**src/rtl/csa_multiplier_4x4_pkg.sv**
```systemverilog
// Shared constants for the 4x4 carry-save array multiplier.
package csa_mul_pkg;
  localparam int OP_W    = 4;
  localparam int RES_W   = 8;
  localparam int LATENCY = 3;
endpackage

```
**src/rtl/csa_multiplier_4x4_if.sv**
```systemverilog
// Operand/result handshake bundle for csa_multiplier_4x4.
interface csa_multiplier_4x4_if;
  import csa_mul_pkg::*;

  logic [OP_W-1:0]  src1;
  logic [OP_W-1:0]  src2;
  logic             start;
  logic [RES_W-1:0] result;
  logic             valid;

  modport master (output src1, output src2, output start, input result, input valid);
  modport slave  (input src1, input src2, input start, output result, output valid);
endinterface

```
**src/rtl/csa_multiplier_4x4_full_adder.sv**
```systemverilog
// One-bit full adder; used as a half adder by tying cin low.
module full_adder (
  input  logic a,
  input  logic b,
  input  logic cin,
  output logic sum,
  output logic cout
);
  assign sum  = a ^ b ^ cin;
  assign cout = (a & b) | (cin & (a ^ b));
endmodule

```
**src/rtl/csa_multiplier_4x4.sv**
```systemverilog
// Unsigned 4x4 multiplier: operand register, carry-save array, ripple CPA.
// Fixed 3-cycle latency, one operation accepted per clock.
module csa_multiplier_4x4
  import csa_mul_pkg::*;
(
  input  logic                 clk,
  input  logic                 rst,
  csa_multiplier_4x4_if.slave  bus
);

  logic [OP_W-1:0]          src1_p0_q, src1_p0_d;
  logic [OP_W-1:0]          src2_p0_q, src2_p0_d;
  logic                     vld_p0_q, vld_p0_d;

  logic [OP_W-1:0][OP_W-1:0] pp;
  logic [OP_W-2:0]          r1_s, r1_c, r2_s, r2_c, r3_s, r3_c;
  logic [OP_W-1:0]          r1_row, r2_row;

  logic [OP_W-2:0]          sum_p1_q, sum_p1_d;
  logic [OP_W-2:0]          carry_p1_q, carry_p1_d;
  logic [OP_W-1:0]          lo_p1_q, lo_p1_d;
  logic                     vld_p1_q, vld_p1_d;

  logic [OP_W-2:0]          cpa_s, cpa_co;
  logic [RES_W-1:0]         result_p2_q, result_p2_d;
  logic                     vld_p2_q, vld_p2_d;

  // Stage 0: capture operands only on start
  always_comb begin
    src1_p0_d = bus.start ? bus.src1 : src1_p0_q;
    src2_p0_d = bus.start ? bus.src2 : src2_p0_q;
    vld_p0_d  = bus.start;
  end

  // Stage 1: partial products reduced by three carry-save rows
  always_comb begin
    pp = '0;
    for (int i = 0; i < OP_W; i++)
      for (int j = 0; j < OP_W; j++)
        pp[i][j] = src1_p0_q[j] & src2_p0_q[i];
  end

  assign r1_row = {pp[1][3], r1_s};
  assign r2_row = {pp[2][3], r2_s};

  for (genvar j = 0; j < OP_W-1; j++) begin : g_csa
    full_adder u_row1 (.a(pp[0][j+1]),  .b(pp[1][j]), .cin(1'b0),    .sum(r1_s[j]), .cout(r1_c[j]));
    full_adder u_row2 (.a(r1_row[j+1]), .b(pp[2][j]), .cin(r1_c[j]), .sum(r2_s[j]), .cout(r2_c[j]));
    full_adder u_row3 (.a(r2_row[j+1]), .b(pp[3][j]), .cin(r2_c[j]), .sum(r3_s[j]), .cout(r3_c[j]));
  end

  // Sum/carry vectors both carry weights 4..6; bits 3..0 leave the array final.
  always_comb begin
    sum_p1_d   = {pp[3][3], r3_s[2:1]};
    carry_p1_d = r3_c;
    lo_p1_d    = {r3_s[0], r2_s[0], r1_s[0], pp[0][0]};
    vld_p1_d   = vld_p0_q;
  end

  // Stage 2: ripple carry-propagate merge of the upper bits
  for (genvar k = 0; k < OP_W-1; k++) begin : g_cpa
    if (k == 0) begin : g_lsb
      full_adder u_cpa (.a(sum_p1_q[k]), .b(carry_p1_q[k]), .cin(1'b0),
                        .sum(cpa_s[k]), .cout(cpa_co[k]));
    end else begin : g_bit
      full_adder u_cpa (.a(sum_p1_q[k]), .b(carry_p1_q[k]), .cin(cpa_co[k-1]),
                        .sum(cpa_s[k]), .cout(cpa_co[k]));
    end
  end

  always_comb begin
    result_p2_d = vld_p1_q ? {cpa_co[OP_W-2], cpa_s, lo_p1_q} : result_p2_q;
    vld_p2_d    = vld_p1_q;
  end

  always_ff @(posedge clk or posedge rst) begin
    if (rst) begin
      src1_p0_q   <= '0;
      src2_p0_q   <= '0;
      vld_p0_q    <= 1'b0;
      sum_p1_q    <= '0;
      carry_p1_q  <= '0;
      lo_p1_q     <= '0;
      vld_p1_q    <= 1'b0;
      result_p2_q <= '0;
      vld_p2_q    <= 1'b0;
    end else begin
      src1_p0_q   <= src1_p0_d;
      src2_p0_q   <= src2_p0_d;
      vld_p0_q    <= vld_p0_d;
      sum_p1_q    <= sum_p1_d;
      carry_p1_q  <= carry_p1_d;
      lo_p1_q     <= lo_p1_d;
      vld_p1_q    <= vld_p1_d;
      result_p2_q <= result_p2_d;
      vld_p2_q    <= vld_p2_d;
    end
  end

  assign bus.result = result_p2_q;
  assign bus.valid  = vld_p2_q;

endmodule

```
**src/flat_wrapper.sv**
```systemverilog
// flat-port wrapper written by rule: the top's interface ports become plain ports
module csa_multiplier_4x4_flat import csa_mul_pkg::*;
  (clk, rst, bus_src1, bus_src2, bus_start, bus_result, bus_valid);
  csa_multiplier_4x4_if bus_i ();
  input  logic clk;
  input  logic rst;
  input wire logic [$bits(bus_i.src1)-1:0] bus_src1;
  input wire logic [$bits(bus_i.src2)-1:0] bus_src2;
  input wire logic [$bits(bus_i.start)-1:0] bus_start;
  output wire logic [$bits(bus_i.result)-1:0] bus_result;
  output wire logic [$bits(bus_i.valid)-1:0] bus_valid;
  assign bus_i.src1 = bus_src1;
  assign bus_i.src2 = bus_src2;
  assign bus_i.start = bus_start;
  assign bus_result = bus_i.result;
  assign bus_valid = bus_i.valid;
  csa_multiplier_4x4 u_core (.clk(clk), .rst(rst), .bus(bus_i));
endmodule
```
**config.mk**
```make
export PLATFORM = sky130hd
export DESIGN_NAME = csa_multiplier_4x4_flat
export DESIGN_NICKNAME = d
export VERILOG_FILES = /design/src/rtl/csa_multiplier_4x4_pkg.sv /design/src/rtl/csa_multiplier_4x4_if.sv /design/src/rtl/csa_multiplier_4x4_full_adder.sv /design/src/rtl/csa_multiplier_4x4.sv /design/src/flat_wrapper.sv
export SDC_FILE = /design/constraint.sdc
export NUM_CORES = 1
export LEC_CHECK = 0
export CAP_MARGIN = 20
export CORE_MARGIN = 2
export CORE_UTILIZATION = 50
export DETAILED_ROUTE_END_ITERATION = 10
export HOLD_SLACK_MARGIN = 0.02
export PLACE_DENSITY = 0.76
export SYNTH_ARGS = -nofsm -noshare
export SYNTH_HDL_FRONTEND = slang
export SYNTH_SLANG_ARGS = --single-unit
```
**constraint.sdc**
```tcl
create_clock -name clk -period 3.98 [get_ports clk]
set_input_delay 0.796 -clock clk [delete_from_list [all_inputs] [get_ports clk]]
set_output_delay 0.796 -clock clk [all_outputs]
set_load 0.05 [all_outputs]
```
==> flow_summary.json <==
{
  "p_comb_frac": 0.347,
  "r2r_cells": 6,
  "io_pins": 20,
  "clkLatencyLatePin_ns": 0.31,
  "grt_pass1_wl_um": 3215,
  "nNetsFinal": 139,
  "cts_root_buf": "clkbuf_4",
  "finClkSkew_ns": 0.005092,
  "p_leak_uw": 0.0007821,
  "die_area_um2": 3091,
  "grt_pass1_vias": 755,
  "avgRoutedWirePerCell_um": 12.11,
  "whs_endpoint": "u_core.vld_p1_q",
  "cts-hold-fix-buffers": 0,
  "drc": 0,
  "place_congestion": 0.7418,
  "cp-start-kind": "flop",
  "r2r_start": "u_core.src2_p0_q[1]",
  "drv_slew": 0,
  "setup_viol": 0,
  "fin_crit_ns": 2.270,
  "critPathTopFamily": "buffers and inverters",
  "synth_area_leaders": "dfrtp_1 (55%), mux2_4 (16%), fa_1 (12%)",
  "drv_cap": 0,
  "pre_cts_slack_ns": 1.871,
  "setup-tns-final_ns": 0,
  "grt_setup_unrepaired": "false",
  "crit_slowest_cell": "clkdlybuf4s50_1",
  "clkPwrFrac": 0.199,
  "end_kind": "output port",
  "finalHoldViolations": 0,
  "layout_commonest_cell": "dfrtp_1",
  "drtIter0Drc": 3,
  "hold_start": "u_core.vld_p0_q",
  "netlist_area_um2": 1331,
  "ant_nets": 0,
  "fp.dieW_um": 55.60,
  "die_h_um": 55.60,
  "status": "finished clean",
  "power.switching_uw": 291.3,
  "antenna_found_initial": 0,
  "fin_crit_sh": 0.5702,
  "hpwl_um": 1328,
  "synthCells": 91,
  "layout-drive-gt1-share": 0.1810,
  "ys_ff_latch": 29,
  "track_usage": 0.1377,
  "drtPass1Iterations": 5,
  "hp-class": "flop to flop",
  "reg2reg_slack_ns": 1.87,
  "power_density_nw_per_um2": 538.9,
  "avgViaCountPerCell": 4.808,
  "start_util": 0.5325,
  "ys_warn_count": 0,
  "yosysUniqueCellTypes": 9,
  "row_count": 18,
  "n_antenna_cell": 0,
  "areaGrowthSynthToFinish_pct": 20.68,
  "crit_path_cell_trace": "clkdlybuf4s50_1",
  "min_delay_path_depth": 0,
  "p_sw_frac": 0.3364,
  "worstSetupPathType": "flop to output port",
  "grt_start_max_net_pins": 30,
  "dr_total_vias": 702,
  "cts_buffer_depth": 2,
  "final_cell_mix": "dfrtp_1 (29), clkdlybuf4s50_1 (19), inv_1 (16)",
  "required_ns": 3.18,
  "p_int_uw": 574.5,
  "cts_setup_buffers": 0,
  "slowest_delay_ns": 0.80,
  "setup_slack_ns": 1.710,
  "synth_top_cell_by_area": "dfrtp_1",
  "overflow": 0,
  "worstMarginPinSlew_ns": 0.5650,
  "cp_num_buf_inv": 1,
  "reg2reg_to": "u_core.lo_p1_q[3]",
  "fillers": 192,
  "portBuffers": 19,
  "core_um2": 2500,
  "htree_levels": 2,
  "avgSynthCellArea_um2": 14.63,
  "p_seq_frac": 0.454,
  "irDropWorstVdd_v": 0.0004284,
  "cts_tree": "yes",
  "netlist.area_leader.share": 0.5451,
  "syn-num-nets": 114,
  "numCtsBuffers": 5,
  "totalWireLength_um": 1768,
  "critPathMaxFanout": 2,
  "cts_resized": 0,
  "critPathArrivalTime_ns": 1.47,
  "seq_area_frac_synth": 0.5451,
  "cts.clk_slew.worst_paths_ns": 0.08,
  "cts.sinks": 29,
  "maxSlewHeadroom": 0.6229,
  "max_freq_ghz": 0.4406
}
## cell families after synthesis
logic type,after synthesis,share of synthesized area
flip-flops,29,0.5451
buffers and inverters,18,0.06203
multiplexers,16,0.1729
AND/OR/NAND/NOR,16,0.06203
adder cells (fa/ha/maj),12,0.1579
## stage by stage
stage          std cells  total power (uW)  cell area [um2]  hold slack, ns    util
2_1_floorplan         91             610.4             1331          0.3312       -
3_3_place_gp         138             692.4             1536          0.3337  0.6146
3_5_place_dp         138             701.8             1536          0.3355  0.6146
4_1_cts              145             877.3             1592          0.3555  0.6366
5_1_grt              146             917.3             1607          0.3571  0.6426
6_report             146             865.8             1607          0.3551  0.6426
## power groups by stage
| stage | clock network, uW | logic (uW) | registers [uW] |
|---|---|---|---|
| after floorplan | 0 | 117 | 493 |
| after global placement | 0 | 297 | 396 |
| after detailed placement | 0 | 302 | 400 |
| after CTS | 180 | 304 | 394 |
| after global routing | 190 | 326 | 401 |
| final | 172 | 301 | 393 |
## cell type report
cell class	instances	area, um2	share of cell area
clock buffers	7	55.05	0.03427
inverters	16	60.06	0.03738
multi-input cells	44	523.0	0.3255
flip-flops and latches	29	725.7	0.4517
well taps	30	37.54	0.02336
repair buffers	20	205.2	0.1277
## registers in the layout, summed over array words and instances (netlist names)
register	cells
u_core.vld_p1_q	1
u_core.bus.valid	1
u_core.vld_p0_q	1
u_core.src2_p0_q	4
u_core.sum_p1_q	3
u_core.src1_p0_q	4
u_core.lo_p1_q	4
u_core.bus.result	8
u_core.carry_p1_q	3
## cells in the mapped netlist
cell type  instances
dfrtp_1           29
mux2_4            14
fa_1               8
buf_6              2
inv_1             16
and2_1             9
ha_1               4
mux2i_1            2
nand2_1            7
## per-layer routing
layer	wire [um]	track usage	vias up	share of wire
met5	0	0	-	0
met3	105	0.04884	5	0.059
met2	855	0.2228	21	0.48
met1	774	0.1557	349	0.44
li1	-	-	327	-
met4	34	0.08362	0	0.019
## worst max path at each step
stage / startpoint / to / slack [ns] / depth (start not counted)
6_report: u_core.bus.result[6] / bus_result[6] / 1.71 / 1
5_1_grt: u_core.bus.result[1] / bus_result[1] / 1.65 / 1
4_1_cts: u_core.bus.result[0] / bus_result[0] / 1.69 / 1
3_5_place_dp: u_core.src1_p0_q[3] / u_core.lo_p1_q[3] / 1.87 / 6
3_3_place_gp: u_core.src1_p0_q[3] / u_core.lo_p1_q[3] / 1.91 / 6
2_1_floorplan: u_core.src1_p0_q[3] / u_core.lo_p1_q[3] / 1.96 / 6
No activity file was read; power rests on OpenSTA's default activity.
